**config.mk**
```make
export PLATFORM = sky130hd
export DESIGN_NAME = acl_tilt_bargraph_flat
export DESIGN_NICKNAME = d
export VERILOG_FILES = /design/src/rtl/acl_tilt_bargraph_if.sv /design/src/rtl/acl_tilt_bargraph.sv /design/src/flat_wrapper.sv
export SDC_FILE = /design/constraint.sdc
export NUM_CORES = 1
export LEC_CHECK = 0
export ABC_AREA = 0
export CAP_MARGIN = 30
export CORE_MARGIN = 3
export CORE_UTILIZATION = 30
export CTS_CLUSTER_DIAMETER = 30
export DETAILED_ROUTE_END_ITERATION = 10
export SLEW_MARGIN = 20
export SYNTH_ARGS = -nofsm -noshare
export SYNTH_HDL_FRONTEND = slang
export SYNTH_SLANG_ARGS = --single-unit
```
**constraint.sdc**
```tcl
create_clock -name CLK -period 3.8 [get_ports CLK]
set_input_delay 0.38 -clock CLK [delete_from_list [all_inputs] [get_ports CLK]]
set_output_delay 0.38 -clock CLK [all_outputs]
set_load 0.02 [all_outputs]
```
**src/rtl/acl_tilt_bargraph_if.sv**
```systemverilog
// acl_tilt_bargraph_if: sample-set handshake from the SPI front end.
// Master drives in_valid/in_data; the display engine returns in_ready.
interface acl_tilt_bargraph_if #(
  parameter int NUM_CH = 2,
  parameter int DATA_W = 10
);
  logic                     in_valid;
  logic                     in_ready;
  logic [NUM_CH*DATA_W-1:0] in_data;

  modport master (
    output in_valid,
    output in_data,
    input  in_ready
  );

  modport slave (
    input  in_valid,
    input  in_data,
    output in_ready
  );
endinterface

```
**src/rtl/acl_tilt_bargraph.sv**
```systemverilog
// acl_tilt_bargraph: filtered PmodACL axis samples to +/- thermometer LED bars.
// Define ACL_AVG_EN to enable the per-channel EMA filter.
module acl_tilt_bargraph #(
  parameter int NUM_CH    = 2,
  parameter int DATA_W    = 10,
  parameter int NUM_LED   = 4,
  parameter int DEAD_ZONE = 16,
  parameter int STEP_LOG2 = 5,
  parameter int AVG_LOG2  = 2
) (
  input  logic                      CLK,
  input  logic                      RST,
  acl_tilt_bargraph_if.slave        bus,
  input  logic                      clr_overrun,
  output logic [NUM_CH*NUM_LED-1:0] led_plus_n,
  output logic [NUM_CH*NUM_LED-1:0] led_minus_n,
  output logic                      led_any_n,
  output logic                      out_valid,
  output logic                      overrun
);
  localparam int CW = (NUM_CH > 1) ? $clog2(NUM_CH) : 1;
  localparam int LW = $clog2(NUM_LED + 1);
  localparam int AW = DATA_W + AVG_LOG2;
  localparam logic [CW-1:0] LAST = CW'(NUM_CH - 1);
  localparam logic [DATA_W-1:0] DZ = DATA_W'(DEAD_ZONE);
  localparam logic [DATA_W-1:0] NL = DATA_W'(NUM_LED);

  typedef enum logic [1:0] {IDLE, FILT, MAP, UPD} state_t;

  state_t state, state_n;
  logic [CW-1:0] ch, ch_n;
  logic accept;
  logic [DATA_W-1:0] cap [NUM_CH];
  logic [DATA_W-1:0] avg, filt_avg;
  logic signed [AW-1:0] sx;
  logic [NUM_CH*NUM_LED-1:0] nxt_plus, nxt_minus;
  logic [DATA_W-1:0] mag, steps;
  logic [LW-1:0] level;
  logic [NUM_LED-1:0] bar;

  assign bus.in_ready = (state == IDLE);
  assign accept = bus.in_valid & bus.in_ready;

  always_ff @(posedge CLK) begin
    if (RST) begin
      state <= IDLE;
      ch    <= '0;
    end else begin
      state <= state_n;
      ch    <= ch_n;
    end
  end

  always_comb begin
    state_n = state;
    ch_n    = ch;
    unique case (state)
      IDLE: if (accept) begin
        state_n = FILT;
        ch_n    = '0;
      end
      FILT: state_n = MAP;
      MAP: if (ch == LAST) begin
        state_n = UPD;
      end else begin
        state_n = FILT;
        ch_n    = ch + 1'b1;
      end
      UPD: state_n = IDLE;
      default: state_n = IDLE;
    endcase
  end

  assign sx = AW'($signed(cap[ch]));

`ifdef ACL_AVG_EN
  logic signed [AW-1:0] acc [NUM_CH];
  logic signed [AW-1:0] acc_n;
  logic [NUM_CH-1:0] primed;

  // First sample seeds the accumulator so the average starts at the sample.
  always_comb begin
    if (primed[ch]) acc_n = acc[ch] - (acc[ch] >>> AVG_LOG2) + sx;
    else            acc_n = sx <<< AVG_LOG2;
    filt_avg = DATA_W'(acc_n >>> AVG_LOG2);
  end
`else
  assign filt_avg = DATA_W'(sx);
`endif

  // Most negative code has no positive twin; clamp its magnitude.
  always_comb begin
    mag = avg[DATA_W-1] ? (~avg + 1'b1) : avg;
    if (avg[DATA_W-1] && (avg[DATA_W-2:0] == '0))
      mag = {1'b0, {(DATA_W-1){1'b1}}};
    steps = (mag - DZ) >> STEP_LOG2;
    if (mag <= DZ)        level = '0;
    else if (steps >= NL) level = LW'(NUM_LED);
    else                  level = LW'(steps) + 1'b1;
    for (int k = 0; k < NUM_LED; k++)
      bar[k] = (LW'(k) >= level);
  end

  always_ff @(posedge CLK) begin
    if (RST) begin
      out_valid   <= 1'b0;
      overrun     <= 1'b0;
      led_plus_n  <= '1;
      led_minus_n <= '1;
      led_any_n   <= 1'b1;
      nxt_plus    <= '1;
      nxt_minus   <= '1;
      avg         <= '0;
      for (int c = 0; c < NUM_CH; c++) cap[c] <= '0;
`ifdef ACL_AVG_EN
      primed <= '0;
      for (int c = 0; c < NUM_CH; c++) acc[c] <= '0;
`endif
    end else begin
      out_valid <= 1'b0;
      if (bus.in_valid && !bus.in_ready) overrun <= 1'b1;
      else if (clr_overrun)              overrun <= 1'b0;
      if (accept)
        for (int c = 0; c < NUM_CH; c++)
          cap[c] <= bus.in_data[c*DATA_W +: DATA_W];
      if (state == FILT) begin
        avg <= filt_avg;
`ifdef ACL_AVG_EN
        acc[ch]    <= acc_n;
        primed[ch] <= 1'b1;
`endif
      end
      if (state == MAP) begin
        nxt_plus[ch*NUM_LED +: NUM_LED]  <= avg[DATA_W-1] ? '1 : bar;
        nxt_minus[ch*NUM_LED +: NUM_LED] <= avg[DATA_W-1] ? bar : '1;
      end
      if (state == UPD) begin
        led_plus_n  <= nxt_plus;
        led_minus_n <= nxt_minus;
        led_any_n   <= &{nxt_plus, nxt_minus};
        out_valid   <= 1'b1;
      end
    end
  end
endmodule

```
**src/flat_wrapper.sv**
```systemverilog
// flat-port wrapper written by rule: the top's interface ports become plain ports
module acl_tilt_bargraph_flat 
#(
  parameter int NUM_CH    = 2,
  parameter int DATA_W    = 10,
  parameter int NUM_LED   = 4,
  parameter int DEAD_ZONE = 16,
  parameter int STEP_LOG2 = 5,
  parameter int AVG_LOG2  = 2
)
  (CLK, RST, clr_overrun, led_plus_n, led_minus_n, led_any_n, out_valid, overrun, bus_in_valid, bus_in_data, bus_in_ready);
  acl_tilt_bargraph_if #(.NUM_CH(NUM_CH), .DATA_W(DATA_W)) bus_i ();
  input  logic CLK;
  input  logic RST;
  input  logic clr_overrun;
  output logic [NUM_CH*NUM_LED-1:0] led_plus_n;
  output logic [NUM_CH*NUM_LED-1:0] led_minus_n;
  output logic led_any_n;
  output logic out_valid;
  output logic overrun;
  input wire logic [$bits(bus_i.in_valid)-1:0] bus_in_valid;
  input wire logic [$bits(bus_i.in_data)-1:0] bus_in_data;
  output wire logic [$bits(bus_i.in_ready)-1:0] bus_in_ready;
  assign bus_i.in_valid = bus_in_valid;
  assign bus_i.in_data = bus_in_data;
  assign bus_in_ready = bus_i.in_ready;
  acl_tilt_bargraph #(.NUM_CH(NUM_CH), .DATA_W(DATA_W), .NUM_LED(NUM_LED), .DEAD_ZONE(DEAD_ZONE), .STEP_LOG2(STEP_LOG2), .AVG_LOG2(AVG_LOG2)) u_core (.CLK(CLK), .RST(RST), .bus(bus_i), .clr_overrun(clr_overrun), .led_plus_n(led_plus_n), .led_minus_n(led_minus_n), .led_any_n(led_any_n), .out_valid(out_valid), .overrun(overrun));
endmodule
```
# [Word-level counts from Yosys, hierarchy flattened]
# Memory sizes are Yosys's and may differ from the RTL's. A register that Yosys moved wholly into a read port is not among the register bits.
# Cells that the tools add are included.
# W data, S select, Z words.
[totals] reg_bits=38 mem_bits_rw=20 inputBits=24 out_inout_bits=20 n_memories=1
[mem_list] memory="u_core.cap" depth=2 width=10 read_ports=1 rd_ports_with_merged_regs=1 write_ports=2 line="acl_tilt_bargraph.sv:33" source="logic [DATA_W-1:0] cap [NUM_CH];"
[op_classes] add_sub_neg=5 n_lt_le_gt_ge=6 n_eq_ne=4 shift=3 mux=24 n_bitwise=4 n_reduce_logical=9
[ops] operator="$shiftx A4 B34 Y8" count=2
[ops] operator="$mux W10" count=4
[ops] operator="$neg A3 Y34" count=1
[ops] operator="$shift A4 B34 Y8 const A" count=1
[ops] operator="$bwmux W8" count=2
[ops] operator="$reduce_and A16 Y1" count=1
[ops] operator="$add A10 B1 Y10 const B" count=1
[ops] operator="$le A10 B5 Y1 const B" count=1
[ops] operator="$mux W1" count=10
[ops] operator="$not A10 Y10" count=1
[ops] operator="$sub A10 B5 Y10 const B" count=1
[ops] operator="$logic_not A9 Y1" count=1
[ops] operator="$mux W4" count=2
[ops] operator="$pmux W2 S4" count=1
[ops] operator="$ge A1 B3 Y1 const A" count=2
[ops] operator="$ge A2 B3 Y1 const A" count=2
[ops] operator="$mux W3" count=2
[ops] operator="$ge A5 B3 Y1 const B" count=1
[ops] operator="$eq A2 B2 Y1 const B" count=2
[ops] operator="$mux W2" count=2
[ops] operator="$reduce_bool A2 Y1" count=2
[ops] operator="$add A3 B1 Y3 const B" count=1
[ops] operator="$eq A2 B1 Y1 const B" count=1
[ops] operator="$logic_and A1 B1 Y1" count=2
[ops] operator="other kinds (8)" count=9

# [Longest topological paths before layout]
# Gate-level depths: netlist (run 1).
[depth] ltp_word=12 depth_mapped=16

# [Worst setup path after synthesis (run 1)]
# Ideal clock, no wire load.
[synth_path] kind="flip-flop to flip-flop" start="register u_core.avg[2], read port of u_core.cap" end="register u_core.nxt_plus[1]" setup_time_ps=66 arrival_time_ps=2994 required_ps=3734 setup_slack_ps=740 stages_incl_launch_ff=13 path_buffers=1 period_less_slack_ps=3060 path_cell_list="dfxtp_1 nor4_4 and3_1 ha_1 or2b_1 a21oi_1 mux2_2 ha_1 or3_1 mux2i_1 o221ai_4 buf_6 a21oi_2"
[synth_between] elab_chain_len=12 word_cells_on_any_way=19 cone_classes="add/sub (3); order compare (6); shift (1); mux (6); bitwise (1); reduce/logical (2)"
[synth_rtl] element="start, declared" line="acl_tilt_bargraph.sv:34" source="logic [DATA_W-1:0] avg, filt_avg;"
[synth_rtl] element="$not A10 Y10" line="acl_tilt_bargraph.sv:93" source="mag = avg[DATA_W-1] ? (~avg + 1'b1) : avg;"
[synth_rtl] element="$add A10 B1 Y10" line="acl_tilt_bargraph.sv:93"
[synth_rtl] element="$mux W10" line="acl_tilt_bargraph.sv:93"
[synth_rtl] element="$mux W10 (*)" line="acl_tilt_bargraph.sv:94" source="if (avg[DATA_W-1] && (avg[DATA_W-2:0] == '0))"
[synth_rtl] element="$sub A10 B5 Y10" line="acl_tilt_bargraph.sv:96" source="steps = (mag - DZ) >> STEP_LOG2;"
[synth_rtl] element="$ge A5 B3 Y1 or $add A3 B1 Y3 (tied branches)" line="acl_tilt_bargraph.sv:98, acl_tilt_bargraph.sv:99"
[synth_rtl] element="$mux W3" line="acl_tilt_bargraph.sv:98" source="else if (steps >= NL) level = LW'(NUM_LED);"
[synth_rtl] element="$mux W3 (*)" line="acl_tilt_bargraph.sv:97" source="if (mag <= DZ) level = '0;"
[synth_rtl] element="$ge A1 B3 Y1 or $ge A2 B3 Y1 (tied branches)" line="acl_tilt_bargraph.sv:101" source="bar[k] = (LW'(k) >= level);"
[synth_rtl] element="$mux W4 (*)" line="acl_tilt_bargraph.sv:134" source="nxt_plus[ch*NUM_LED +: NUM_LED] <= avg[DATA_W-1] ? '1 : bar;"
[synth_rtl] element="$shiftx A4 B34 Y8 (*)" line="acl_tilt_bargraph.sv:134"
[synth_rtl] element="$bwmux W8 (*)" line="acl_tilt_bargraph.sv:134"
[synth_rtl] element="end signal, assigned by index" line="acl_tilt_bargraph.sv:134"
[synth_rtl] element="end, declared" line="acl_tilt_bargraph.sv:36" source="logic [NUM_CH*NUM_LED-1:0] nxt_plus, nxt_minus;"
# Mark *: on every way between the ends. The rest lies on a longest branch, timed or not.
# A chain may end at the register's enable or synchronous reset.

# [Worst setup path after layout (run 1)]
[layout_path] start="register u_core.avg[2], read port of u_core.cap" end="register u_core.nxt_plus[6]"
# Same word-level chain as after synthesis.

==> metrics.csv, run 1 <==
metric;value;unit
critPathArrivalTime;3.76;ns
antenna_found_initial;0;
first_global_vias;2349;
groute.usage.overall;11.8;%
cts_root_buf;clkbuf_8;
cts-resized-gates;0;
core_area;10400;µm²
clk_pin_slew_worst_paths;0.07;ns
crit_type;reg2reg;
num_vias;2425;
setup.worst_path.end;u_core.nxt_plus[6];
fin_util;38.6;%
holdBufCountCts;0;
synth_area_per_cell;10.2;µm²
num_rows;37;
crit_path_start_kind;register;
synthCells;317;
grt_pass1_wl;11200;µm
finClkSkew;0.00704;ns
cts_htree_levels;3;
viasPerCell;4.90;
timing.rr.start;u_core.avg[2];
yosys_warnings;0;
cp.required;4.06;ns
yosysTopAreaCell;dfxtp_1;
r2r_cells;12;
tns;0;ns
start_util;31.2;%
rsz0062_at_grt;no;
antenna_cells;0;
synthToLayoutAreaGrowth;23.9;%
crit_top_cell;ha_1;
synth.most_common_cell;dfxtp_1;
numPortBuffers;43;
synth_common_cells;48 x dfxtp_1, 37 x nor2_1, 20 x and2_1, 20 x edfxtp_1, 19 x and3_1;
cp_slowest_cell;a211oi_4;
max_freq;285;MHz
drcViolationCount;0;
gp_congestion;0.856;
dr.pass1.iters;4;
drtIter0Drc;147;
fin_crit_sh;92.2;%
ys_ff_latch;68;
yosys.area.top_type_share;29.6;%
syn-num-nets;347;
power_density;466;nW/µm²
ioPinCount;44;
status;completed;
ys_types;53;
crit_path_end_kind;register;
synthTopCellsByArea;dfxtp_1 30%, edfxtp_1 19%, a211o_1 4.3%, nor2_1 4.3%, mux2i_1 4.0%;
p_total;1.87;mW
tightestPinTransition;0.826;ns
cts_tree;done;
maxSlewHeadroom;44.7;%
async_flop_share;0;%
wire_per_inst;13.3;µm
min_period;3.50;ns
ff2ff_setup_slack;0.30;ns
cts_max_path_buffers;2;
p_leak;1.52;nW
rr_endpoint;u_core.nxt_plus[6];
min_path_type;reg2reg;
numCtsBuffers;9;
synth-main-ff-cell;dfxtp_1;
clock_latency;0.34;ns
routed_wirelength;6600;µm
overflow;0;
fp.dieH;110;µm
path_cells;nor4_4 -> and3_1 -> ha_1 -> and3b_1 -> mux2i_1 -> nand2_1 -> inv_1 -> ha_1 -> o2111ai_1 -> a211oi_4 -> nor2_1 -> a211oi_2;
slew_viol_final;0;
die_x;110;µm
critPathMaxStageDelay;0.62;ns
critical_path.max_fanout;16;
cts_setup_buffers;0;
crit_start;u_core.avg[2];
synth_edf_count;20;
die_area;12100;µm²
syn_area;3250;µm²
hold_viol;0;
ant_nets;0;
yosysSeqAreaShare;48.1;%
layout.nets;384;
finalSetupViolCount;0;
hpwl;4810;µm
cts_sinks;68;
grt_max_degree;26;
peakVddDrop;0.200;mV
layout-drive-gt1-share;10.6;%
cap_violations;0;
==> cell type report <==
type	instances	area, µm²
Multi-Input combinational cell	217	1550
Clock inverter	2	35.0
Inverter	12	45.0
Fill cell	1051	6400
Clock buffer	14	205
Sequential cell	68	1560
Tap cell	136	170
Timing Repair Buffer	46	453
==> cells in the final DEF, fill, tap and decap left out, types with 3 or more instances in the layout <==
cell type        synthesis  layout
ha_1                     6       6
a21oi_1                 15      15
nand2_1                 11      11
and3_1                  19      19
dfxtp_1                 48      48
nand2b_1                 3       3
or2_2                    3       3
nand4_1                  6       6
a211o_1                 16      16
and2_1                  20      20
or4_1                    3       3
clkbuf_8                 0      11
o21ai_0                  5       5
buf_4                    1       3
nor2b_1                  3       3
mux2i_1                 13      13
edfxtp_1                20      20
o32ai_1                  8       8
a211oi_2                 5       5
nor2_1                  37      37
inv_1                   11      11
clkdlybuf4s50_1          0      43
nor3_1                   5       5
a211oi_1                10      10
==> sequential cells by signal, indices dropped and copies added (netlist names) <==
name                count
u_core.nxt_minus        8
u_core.led_plus_n       8
u_core.overrun          1
u_core.out_valid        1
u_core.avg             10
u_core.led_minus_n      8
u_core.nxt_plus         8
u_core.led_any_n        1
u_core.state            2
u_core.cap             20
u_core.ch               1
==> power breakdown <==
group / switching [mW] / internal, mW / total (mW)
sequential: 0.0379 / 0.788 / 0.826
clock: 0.254 / 0.418 / 0.672
combinational: 0.221 / 0.154 / 0.375
==> stage by stage <==
| step | setup slack (ns) | hold slack (ns) | instance area [µm²] | instances |
|---|---|---|---|---|
| 3_5_place_dp | 0.319 | 0.449 | 3780 | 479 |
| 4_1_cts | 0.327 | 0.471 | 4020 | 495 |
| 3_3_place_gp | 0.505 | 0.450 | 3780 | 479 |
| 5_1_grt | 0.0151 | 0.496 | 4020 | 495 |
| 2_1_floorplan | 0.740 | 0.474 | 3250 | 317 |
| 6_report | 0.296 | 0.465 | 4020 | 495 |
==> worst max-delay path, delay by kind of cell, from the launching register on <==
| kind | cells | cell delay [ns] |
|---|---|---|
| buf+inv | 1 | 0.07 |
| fa+ha+maj | 2 | 0.48 |
| mux | 1 | 0.22 |
| flops | 1 | 0.38 |
| simple gates | 5 | 1.24 |
| compound gates | 3 | 1.04 |
==> worst min path at each step <==
stage / from / end / slack [ns] / cells after the start
floorplan: u_core.nxt_minus[3] / u_core.nxt_minus[3] / 0.47 / 2
global placement: u_core.led_minus_n[0] / u_core.led_minus_n[0] / 0.45 / 1
detailed placement: u_core.led_minus_n[6] / u_core.led_minus_n[6] / 0.45 / 1
CTS: u_core.led_plus_n[4] / u_core.led_plus_n[4] / 0.47 / 1
global route: u_core.led_minus_n[0] / u_core.led_minus_n[0] / 0.50 / 1
finish: u_core.led_plus_n[4] / u_core.led_plus_n[4] / 0.46 / 1
==> per-layer routing <==
metal / vias to the layer above / wire length (µm) / track usage (%)
met3: 9 / 267 / 3.55
met1: 1119 / 3240 / 15.9
met4: 0 / 103 / 4.63
met5: - / 0 / 0
li1: 1246 / - / -
met2: 51 / 2990 / 17.8
==> logic make-up (layout without fill, tap and decap cells) <==
kind of cell             count (synthesis)  after routing  share of synthesized area (%)
AND/OR/NAND/NOR                        121            121                           20.3
AO/OA/AOI/OAI                           75             75                           20.4
flip-flops                              68             68                           48.1
buffers and inverters                   32             74                           4.32
multiplexers                            14             14                           4.36
adder cells (fa/ha/maj)                  6              6                           2.31
XOR/XNOR                                 1              1                          0.270
No activity file was read; power rests on OpenSTA's default activity.
==> run 2: changes to the inputs <==
Settings changed: CTS_CLUSTER_DIAMETER 30 to 100, PLACE_DENSITY set to 0.47.
==> metrics.csv, run 2 (synthesized netlist as in run 1, its figures left out) <==
metric;value;unit;change
die_x;110;µm;unchanged
numPortBuffers;43;;unchanged
min_path_type;reg2reg;;
clock_latency;0.34;ns;about the same
min_period;3.41;ns;-0.0901 ns
p_leak;1.55;nW;+2.0%
ioPinCount;44;;unchanged
intPower;1.41;mW;+3.8%
max_freq;293;MHz;+2.6%
clk_pin_slew_worst_paths;0.07;ns;about the same
cts_sinks;68;;unchanged
hpwl;5090;µm;+5.8%
cp.required;4.06;ns;about the same
core_area;10400;µm²;unchanged
gp_congestion;0.801;;-6.5%
numCtsBuffers;9;;unchanged
groute.usage.overall;12.6;%;+0.80 points
dr.pass1.iters;5;;+1
num_vias;2455;;+1.2%
peakVddDrop;0.184;mV;-8.1%
sw_frac_of_total;27.4;%;about the same
wire_per_inst;14.2;µm;+6.2%
first_global_vias;2259;;-3.8%
rsz0062_at_grt;no;;
grt_max_degree;26;;unchanged
holdBufCountCts;0;;unchanged
drcViolationCount;0;;unchanged
holdPathStages;1;;unchanged
crit_type;reg2reg;;
antenna_cells;0;;unchanged
largestRegisters;u_core.cap x20, u_core.avg x10;;
cap_violations;0;;unchanged
layout-drive-gt1-share;11.8;%;+1.2 points
fin_util;39.1;%;+0.53 points
largest_reg_flops;20;;unchanged
cts_htree_levels;3;;unchanged
tightestPinTransition;0.757;ns;-0.0692 ns
drtIter0Drc;146;;-0.68%
cts_root_buf;clkbuf_8;;
layout.nets;389;;+1.3%
power_density;477;nW/µm²;+2.3%
start_util;31.2;%;unchanged
hold_ws;0.465;ns;-0.0000210 ns
tns;0;ns;unchanged
slew_viol_final;0;;unchanged
overflow;0;;unchanged
power_frac_clock;36.5;%;+0.6 points
maxSlewHeadroom;49.4;%;+4.7 points
viasPerCell;4.91;;+0.22%
top_register;u_core.cap;;
pwr-share-seq;42.4;%;-1.7 points
status;completed;;
fin_crit_sh;89.8;%;-2.4 points
ant_nets;0;;unchanged
cts_setup_buffers;0;;unchanged
final_common_cell;dfxtp_1;;
cts_tree;done;;
fp.dieH;110;µm;unchanged
antenna_found_initial;0;;unchanged
hold_viol;0;;unchanged
cts-resized-gates;0;;unchanged
cts_max_path_buffers;2;;unchanged
synthToLayoutAreaGrowth;25.6;%;
crit_path_start_kind;register;;
crit_path_end_kind;register;;
netSwitchingPower;532;µW;+3.6%
critical_path.max_fanout;16;;unchanged
power_frac_comb;21.1;%;+1.1 points
routed_wirelength;7080;µm;+7.2%
critPathArrivalTime;3.68;ns;-0.08 ns
finClkSkew;0.0126;ns;+0.00555 ns
grt_pass1_wl;11700;µm;+4.2%
num_rows;37;;unchanged
r2r_cells;14;;+2
mostFrequentLayoutCells;48 x dfxtp_1, 43 x clkdlybuf4s50_1, 37 x nor2_1, 20 x and2_1, 20 x edfxtp_1;;
die_area;12100;µm²;unchanged
finalSetupViolCount;0;;unchanged
==> run 2: changes by cell type in the layout (fill, tap and decap cells not counted), sizes merged <==
cell / delta
bufinv: +1
buf: +5
clkbuf: -1
==> run 2: per-stage QoR <==
stage                     cell area, µm²  power (mW)  cells  worst slack [ns]
after floorplan                     3250        1.13    317             0.740
after global placement              3790        1.22    481             0.486
after detailed placement            3790        1.22    481             0.359
after CTS                           4040        1.94    497             0.307
after global routing                4080        2.05    500            0.0884
final                               4080        1.94    500             0.386
==> run 2: critical path: stages (launching register included) <==
cell      delay (ns)
dfxtp_1         0.38
nor4_4          0.42
and3_1          0.23
ha_1            0.34
or2b_1          0.22
a21oi_1         0.06
mux2_2          0.30
ha_1            0.22
inv_1           0.15
xnor2_1         0.17
inv_1           0.07
ha_1            0.19
inv_1           0.08
o221ai_4        0.24
a211oi_2        0.27
==> run 2: layer usage <==
| metal | global-route usage [%] | vias up | wire length, µm |
|---|---|---|---|
| li1 | - | 1256 | - |
| met1 | 19.1 | 1138 | 3780 |
| met2 | 16.7 | 50 | 2940 |
| met3 | 3.26 | 11 | 251 |
| met4 | 5.16 | 0 | 114 |
| met5 | 0 | - | 0 |
==> run 2: area by class of cell <==
| class | instances | area, µm² |
|---|---|---|
| Clock buffer | 13 | 180 |
| Multi-Input combinational cell | 217 | 1550 |
| Inverter | 12 | 45.0 |
| Timing Repair Buffer | 51 | 503 |
| Clock inverter | 3 | 65.1 |
| Fill cell | 1050 | 6340 |
| Tap cell | 136 | 170 |
| Sequential cell | 68 | 1560 |
==> run 2: path summary, 6_finish.rpt <==
path,slack [ns],start,endpoint
max,0.39,u_core.avg[2],u_core.nxt_plus[2]
min reg2reg,0.46,u_core.led_plus_n[4],u_core.led_plus_n[4]
max reg2reg,0.39,u_core.avg[2],u_core.nxt_plus[2]
min,0.46,u_core.led_plus_n[4],u_core.led_plus_n[4]
==> run 2: power groups by stage <==
| stage | combinational, mW | clock, mW | sequential [mW] |
|---|---|---|---|
| 4_1_cts | 0.383 | 0.729 | 0.823 |
| 5_1_grt | 0.453 | 0.764 | 0.829 |
| 2_1_floorplan | 0.298 | 0 | 0.830 |
| 3_3_place_gp | 0.381 | 0 | 0.839 |
| 6_report | 0.411 | 0.709 | 0.823 |
| 3_5_place_dp | 0.382 | 0 | 0.839 |
